`config.mk`:
```
export PLATFORM = sky130hd
export DESIGN_NAME = amp_pwr_seq
export DESIGN_NICKNAME = d
export VERILOG_FILES = /design/src/rtl/amp_pwr_seq.sv
export SDC_FILE = /design/constraint.sdc
export NUM_CORES = 1
export LEC_CHECK = 0
export BUFFER_PORTS_ARGS = -buffer_cell sky130_fd_sc_hd__buf_2
export CORE_MARGIN = 2
export CORE_UTILIZATION = 50
export DETAILED_ROUTE_END_ITERATION = 8
export GPL_TIMING_DRIVEN = 0
export PLACE_DENSITY = 0.69
export SYNTH_ARGS = -nofsm -noshare
export SYNTH_HDL_FRONTEND = slang
export SYNTH_SLANG_ARGS = --single-unit
```
`constraint.sdc`:
```
create_clock -name clk -period 4.97 [get_ports clk]
set_input_delay 1.491 -clock clk [delete_from_list [all_inputs] [get_ports clk]]
set_output_delay 1.491 -clock clk [all_outputs]
set_load 0.01 [all_outputs]
```
`src/rtl/amp_pwr_seq.sv`:
```
// -----------------------------------------------------------------------------
// amp_pwr_seq -- power-up / power-down sequencer for the external class-D amp.
//
// Power-up order:  enable -> register config (via I2C master) -> I2S start ->
//                  lock qualification -> unmute.
// Power-down order is the reverse: mute -> hold -> disable + stop I2S.
//
// Ports
//   clk          in   system clock
//   reset        in   asynchronous, active-high reset
//   run_req      in   level request from sys_cfg, 1 = amplifier on
//   lock         in   I2S source locked / valid audio
//   cfg_req      out  config transaction request to the I2C master
//   cfg_idx      out  [3:0] index of the config word being requested
//   cfg_ack      in   one-cycle completion pulse from the I2C master
//   cfg_err      in   qualifies cfg_ack: NACK / bus error
//   amp_nenable  out  amplifier enable, active low
//   amp_nmute    out  amplifier mute release (0 = muted)
//   i2s_en       out  gates I2S bck/ws/d0 generation
//   fault        out  fault flag, held until run_req drops
//   state_mon    out  [2:0] current state encoding for debug
//
// Every output comes straight from a flop. The next-state process decides the
// next state and timer value; the output pins are then decoded from the *next*
// state and registered, so they change on the same edge as the state.
// -----------------------------------------------------------------------------
module amp_pwr_seq #(
  parameter int T_EN_CYC     = 1024,
  parameter int T_UNMUTE_CYC = 4096,
  parameter int T_LOCK_TO    = 65535,
  parameter int CFG_WORDS    = 4,
  parameter int CNT_W        = 16
) (
  input  logic       clk,
  input  logic       reset,
  input  logic       run_req,
  input  logic       lock,
  output logic       cfg_req,
  output logic [3:0] cfg_idx,
  input  logic       cfg_ack,
  input  logic       cfg_err,
  output logic       amp_nenable,
  output logic       amp_nmute,
  output logic       i2s_en,
  output logic       fault,
  output logic [2:0] state_mon
);

  typedef enum logic [2:0] {
    S_OFF         = 3'd0,
    S_EN_WAIT     = 3'd1,
    S_CONFIG      = 3'd2,
    S_LOCK_WAIT   = 3'd3,
    S_UNMUTE_WAIT = 3'd4,
    S_RUN         = 3'd5,
    S_MUTE_DOWN   = 3'd6,
    S_FAULT       = 3'd7
  } state_t;

  // Timer reload values. Loading N-1 and leaving on timer==0 gives exactly N
  // cycles between the entry edge and the exit edge.
  localparam logic [CNT_W-1:0] L_EN_LD     = CNT_W'(T_EN_CYC - 1);
  localparam logic [CNT_W-1:0] L_UNMUTE_LD = CNT_W'(T_UNMUTE_CYC - 1);
  localparam logic [CNT_W-1:0] L_LOCK_LD   = CNT_W'(T_LOCK_TO - 1);
  localparam logic [3:0]       L_LAST_IDX  = 4'(CFG_WORDS - 1);

  // State and output registers
  state_t           r_state;
  logic [CNT_W-1:0] r_timer;
  logic             r_cfg_req;
  logic [3:0]       r_cfg_idx;
  logic             r_nenable;
  logic             r_nmute;
  logic             r_i2s_en;
  logic             r_fault;

  // Next-state values
  state_t           w_state_nx;
  logic [CNT_W-1:0] w_timer_nx;
  logic             w_cfg_req_nx;
  logic [3:0]       w_cfg_idx_nx;
  logic             w_nenable_nx;
  logic             w_nmute_nx;
  logic             w_i2s_en_nx;
  logic             w_fault_nx;

  logic             w_tmr_zero;
  logic [CNT_W-1:0] w_tmr_dec;

  assign w_tmr_zero = (r_timer == '0);
  assign w_tmr_dec  = r_timer - CNT_W'(1);

  // ---------------------------------------------------------------------------
  // Next-state / timer / config handshake
  // ---------------------------------------------------------------------------
  always_comb begin
    w_state_nx   = r_state;
    w_timer_nx   = '0;          // timer rests at 0 outside the timed states
    w_cfg_req_nx = 1'b0;
    w_cfg_idx_nx = r_cfg_idx;

    unique case (r_state)
      S_OFF: begin
        w_cfg_idx_nx = '0;
        if (run_req) begin
          w_state_nx = S_EN_WAIT;
          w_timer_nx = L_EN_LD;
        end
      end

      S_EN_WAIT: begin
        if (!run_req) begin
          w_state_nx = S_MUTE_DOWN;
          w_timer_nx = L_EN_LD;
        end else if (w_tmr_zero) begin
          w_state_nx   = S_CONFIG;
          w_cfg_req_nx = 1'b1;
          w_cfg_idx_nx = '0;
        end else begin
          w_timer_nx = w_tmr_dec;
        end
      end

      S_CONFIG: begin
        if (r_cfg_req) begin
          // A request is on the bus: it must be seen through to its ack even
          // if run_req has dropped, so the I2C master is never left hanging.
          w_cfg_req_nx = 1'b1;
          if (cfg_ack) begin
            w_cfg_req_nx = 1'b0;
            if (!run_req) begin
              // shutting down: result of the last transaction is ignored
              w_state_nx = S_MUTE_DOWN;
              w_timer_nx = L_EN_LD;
            end else if (cfg_err) begin
              w_state_nx = S_FAULT;
            end else if (r_cfg_idx == L_LAST_IDX) begin
              w_state_nx = S_LOCK_WAIT;
              w_timer_nx = L_LOCK_LD;
            end else begin
              // idx advances while req is low; one idle cycle between requests
              w_cfg_idx_nx = r_cfg_idx + 4'd1;
            end
          end
        end else begin
          // idle gap between requests; acks seen here are ignored
          if (!run_req) begin
            w_state_nx = S_MUTE_DOWN;
            w_timer_nx = L_EN_LD;
          end else begin
            w_cfg_req_nx = 1'b1;
          end
        end
      end

      S_LOCK_WAIT: begin
        if (!run_req) begin
          w_state_nx = S_MUTE_DOWN;
          w_timer_nx = L_EN_LD;
        end else if (lock) begin
          w_state_nx = S_UNMUTE_WAIT;
          w_timer_nx = L_UNMUTE_LD;
        end else if (w_tmr_zero) begin
          w_state_nx = S_FAULT;
        end else begin
          w_timer_nx = w_tmr_dec;
        end
      end

      S_UNMUTE_WAIT: begin
        if (!run_req) begin
          w_state_nx = S_MUTE_DOWN;
          w_timer_nx = L_EN_LD;
        end else if (!lock) begin
          // lock must be held continuously; any drop restarts qualification
          w_state_nx = S_LOCK_WAIT;
          w_timer_nx = L_LOCK_LD;
        end else if (w_tmr_zero) begin
          w_state_nx = S_RUN;
        end else begin
          w_timer_nx = w_tmr_dec;
        end
      end

      S_RUN: begin
        if (!run_req) begin
          w_state_nx = S_MUTE_DOWN;
          w_timer_nx = L_EN_LD;
        end else if (!lock) begin
          w_state_nx = S_LOCK_WAIT;
          w_timer_nx = L_LOCK_LD;
        end
      end

      S_MUTE_DOWN: begin
        // run_req is deliberately ignored: shutdown always completes to OFF
        if (w_tmr_zero) begin
          w_state_nx = S_OFF;
        end else begin
          w_timer_nx = w_tmr_dec;
        end
      end

      S_FAULT: begin
        if (!run_req) begin
          w_state_nx = S_OFF;
        end
      end

      default: begin
        w_state_nx = S_OFF;
      end
    endcase
  end

  // ---------------------------------------------------------------------------
  // Pin decode from the next state. Unmute is possible only in RUN, and RUN is
  // reached only through LOCK_WAIT/UNMUTE_WAIT, so enable and I2S are already
  // on whenever amp_nmute is 1.
  // ---------------------------------------------------------------------------
  always_comb begin
    w_nenable_nx = (w_state_nx == S_OFF) || (w_state_nx == S_FAULT);
    w_nmute_nx   = (w_state_nx == S_RUN);
    w_fault_nx   = (w_state_nx == S_FAULT);
    w_i2s_en_nx  = 1'b0;
    unique case (w_state_nx)
      S_LOCK_WAIT, S_UNMUTE_WAIT, S_RUN: w_i2s_en_nx = 1'b1;
      // keep the clocks running through the mute ramp if they were running
      S_MUTE_DOWN:                       w_i2s_en_nx = r_i2s_en;
      default:                           w_i2s_en_nx = 1'b0;
    endcase
  end

  // ---------------------------------------------------------------------------
  // Registers
  // ---------------------------------------------------------------------------
  always_ff @(posedge clk or posedge reset) begin
    if (reset) begin
      r_state   <= S_OFF;
      r_timer   <= '0;
      r_cfg_req <= 1'b0;
      r_cfg_idx <= '0;
      r_nenable <= 1'b1;
      r_nmute   <= 1'b0;
      r_i2s_en  <= 1'b0;
      r_fault   <= 1'b0;
    end else begin
      r_state   <= w_state_nx;
      r_timer   <= w_timer_nx;
      r_cfg_req <= w_cfg_req_nx;
      r_cfg_idx <= w_cfg_idx_nx;
      r_nenable <= w_nenable_nx;
      r_nmute   <= w_nmute_nx;
      r_i2s_en  <= w_i2s_en_nx;
      r_fault   <= w_fault_nx;
    end
  end

  assign cfg_req     = r_cfg_req;
  assign cfg_idx     = r_cfg_idx;
  assign amp_nenable = r_nenable;
  assign amp_nmute   = r_nmute;
  assign i2s_en      = r_i2s_en;
  assign fault       = r_fault;
  assign state_mon   = r_state;

endmodule

```
==> flow_summary.json <==
{
  "run_status": "finished clean",
  "place.gp.congestion": 0.892,
  "mappedNetlistArea_um2": 1770,
  "crit_path_top_delay_cell": "nor3_1",
  "cts_tree": "yes",
  "design.die.area_um2": 4030,
  "async_reset_ff_frac": 1.00,
  "final.min_clock_period_ps": 3110,
  "postSynthCellCount": 202,
  "cts.clk_slew.worst_paths_ps": 150,
  "die_y_um": 63.5,
  "critPathArrivalTime_ps": 3290,
  "cts_max_level": 1,
  "overall_routing_resource_usage": 0.209,
  "synth.top_cells.by_count": "27 x dfrtp_1, 21 x o21ai_0, 18 x nand2_1, 15 x nor2_1, 14 x a21oi_1",
  "max_freq_mhz": 321,
  "synthesis.nets": 211,
  "power_density_nw_per_um2": 609,
  "holdBufCountCts": 0,
  "fillcell_total": 334,
  "slew_violations": 0,
  "drtPass1Iterations": 4,
  "avgSynthCellArea_um2": 8.75,
  "cts_root_buf": "clkbuf_4",
  "grt_first_pass_wirelength_um": 6640,
  "area_delta_synth_final_pct": 9.84,
  "synth_area_leader_cell": "dfrtp_1",
  "antenna_left": 0,
  "grt_remaining_overflow": 0,
  "drive_above_1_share": 0.158,
  "critical_path_class": "in -> reg",
  "rsz0062_at_grt": "false",
  "via_total_after_detailed_routing": 1559,
  "cts_buf_count": 3,
  "routed_via_density": 5.82,
  "crit_path_start_kind": "input port",
  "numClockSinks": 28,
  "finalCoreUtilization": 0.577,
  "vias_in_the_first_global_route": 1525,
  "boundaryPins": 18,
  "leakagePower_nw": 0.854,
  "worst_setup_path_end_kind": "register",
  "critical_path.cell_chain": "buf_2, clkbuf_1, nor2b_1, nor2_1, a311oi_1, nor3_1, o21ai_0",
  "synth.ff_latch_count": 28,
  "route.detailed.drc": 0,
  "portBuffers": 16,
  "count_of_flip_flops_with_a_built_in_enable_after_synthesis": 0,
  "place.detailed.hpwl_um": 2910,
  "worst-path-max-fanout": 10,
  "synth_sequential_area_ratio": 0.397,
  "cts-root-to-sink-buffers": 2,
  "timing.hold.worst.class": "reg -> reg",
  "timing_worst_slew_pin_value_ps": 1060,
  "post_cts_setup_inserts": 0,
  "grt_start_max_net_pins": 29,
  "combined_flip_flop_and_latch_cell_area_um2": 702,
  "multiInputGateArea_um2": 1000,
  "max_cap_violations": 0,
  "synth.distinct_cells": 54,
  "synth_warnings": 0,
  "synthMostInstantiatedCell": "dfrtp_1",
  "die_width_um": 63.5,
  "final.period_utilization": 0.627,
  "wl_um": 3870,
  "core_area_um2": 3360,
  "synthTopCellsByArea": "dfrtp_1 38%, o21ai_0 5.9%, a21oi_1 4.0%",
  "grt_antenna_before_repair": 0,
  "routedWlPerCell_um": 14.5,
  "diodes": 0,
  "timing.critical_path.slowest_cell_delay_ps": 770,
  "post_cts.resized_instances": 0,
  "start_util": 0.526,
  "totalNegativeSetupSlack_ps": 0,
  "place_area_um2": 1910,
  "hold_violations": 0,
  "most_frequently_used_flop_master_after_synthesis": "dfrtp_1",
  "insertion_delay_ps": 340,
  "finalPower_w": 0.00118,
  "first_iteration_detailed_routing_drc_count": 78,
  "skew_ps": 9.55,
  "placementRows": 21,
  "layout.cell_area.non_filler_um2": 1940,
  "synth_largest_type_area_fraction": 0.382,
  "setup-violations-final": 0,
  "slew_headroom": 0.293,
  "design.final.nets": 232,
  "peakVddDrop_uv": 278,
  "worst-endpoint-required_ps": 5140
}
## flip-flops by register name, indices dropped and copies added, names as in the netlist
signal       cells
amp_nmute        1
cfg_req          1
amp_nenable      1
state_mon        3
r_timer         16
fault            1
cfg_idx          4
i2s_en           1
## final timing paths
check	startpoint	to	slack, ps	cells after the start
hold / removal	cfg_idx[3]$_DFFE_PP0P_	cfg_idx[3]$_DFFE_PP0P_	520	1
setup reg to reg	state_mon[2]$_DFF_PP0_	r_timer[6]$_DFF_PP0_	2500	5
hold reg to reg	cfg_idx[3]$_DFFE_PP0P_	cfg_idx[3]$_DFFE_PP0P_	520	1
min in group asynchronous	reset	state_mon[0]$_DFF_PP0_	1390	2
max in group asynchronous	reset	r_timer[9]$_DFF_PP0_	2940	2
setup / recovery	run_req	r_timer[6]$_DFF_PP0_	1860	7
## logic make-up after synthesis
family          count (synthesis)  share of synthesized area
compound gates                 59                      0.210
buf+inv                        17                     0.0375
mux                             3                     0.0170
fa+ha+maj                       3                     0.0212
simple gates                   79                      0.253
flops                          28                      0.397
xor+xnor                       13                     0.0644
## placed cells by master, fill, tap and decap left out, types with 2 or more instances in the layout
cell,instances
a211oi_1,2
a21oi_1,14
buf_2,17
clkbuf_1,6
clkbuf_4,3
dfrtp_1,27
ha_1,3
inv_1,9
mux2i_1,3
nand2_1,18
nand2b_1,4
nand3_1,2
nand3b_1,5
nand4_1,2
nor2_1,15
nor2b_1,9
nor3_1,7
o21ai_0,21
o21bai_1,3
o22ai_1,3
or2_2,2
or4_1,2
xnor2_1,6
xor2_1,7
## worst max-delay path, delay by kind of cell
| kind | cells | cell delay (ps) |
|---|---|---|
| AOI/OAI and AO/OA | 2 | 320 |
| buffers and inverters | 2 | 370 |
| and+or+nand+nor | 3 | 1110 |
## report_power, final
group          switching, W  internal, W
combinational      0.000369     0.000261
clock             0.0000677    0.0000449
sequential         0.000104     0.000337
total              0.000541     0.000642
## through the flow
| stage | cells | setup WS (ps) | hold WS (ps) |
|---|---|---|---|
| 3_3_place_gp | 264 | 1620 | 487 |
| 5_1_grt | 268 | 1690 | 547 |
| 4_1_cts | 268 | 1900 | 517 |
| 2_1_floorplan | 202 | 2120 | 533 |
| 3_5_place_dp | 264 | 1540 | 499 |
| 6_report | 268 | 1860 | 520 |
## metal layers
metal / vias up / share of wire / GRT usage
met5: - / 0 / 0
met4: 0 / 0.018 / 0.0842
met3: 7 / 0.035 / 0.0214
met2: 33 / 0.50 / 0.368
met1: 751 / 0.44 / 0.259
li1: 768 / - / -
## layout make-up
type / count / share of cell area
Clock buffer: 4 / 0.0187
Multi-Input combinational cell: 157 / 0.515
Timing Repair Buffer: 16 / 0.0412
Tap cell: 46 / 0.0296
Buffer: 8 / 0.0168
Sequential cell: 28 / 0.361
Inverter: 9 / 0.0174
Power figures use the tool's default switching activity.
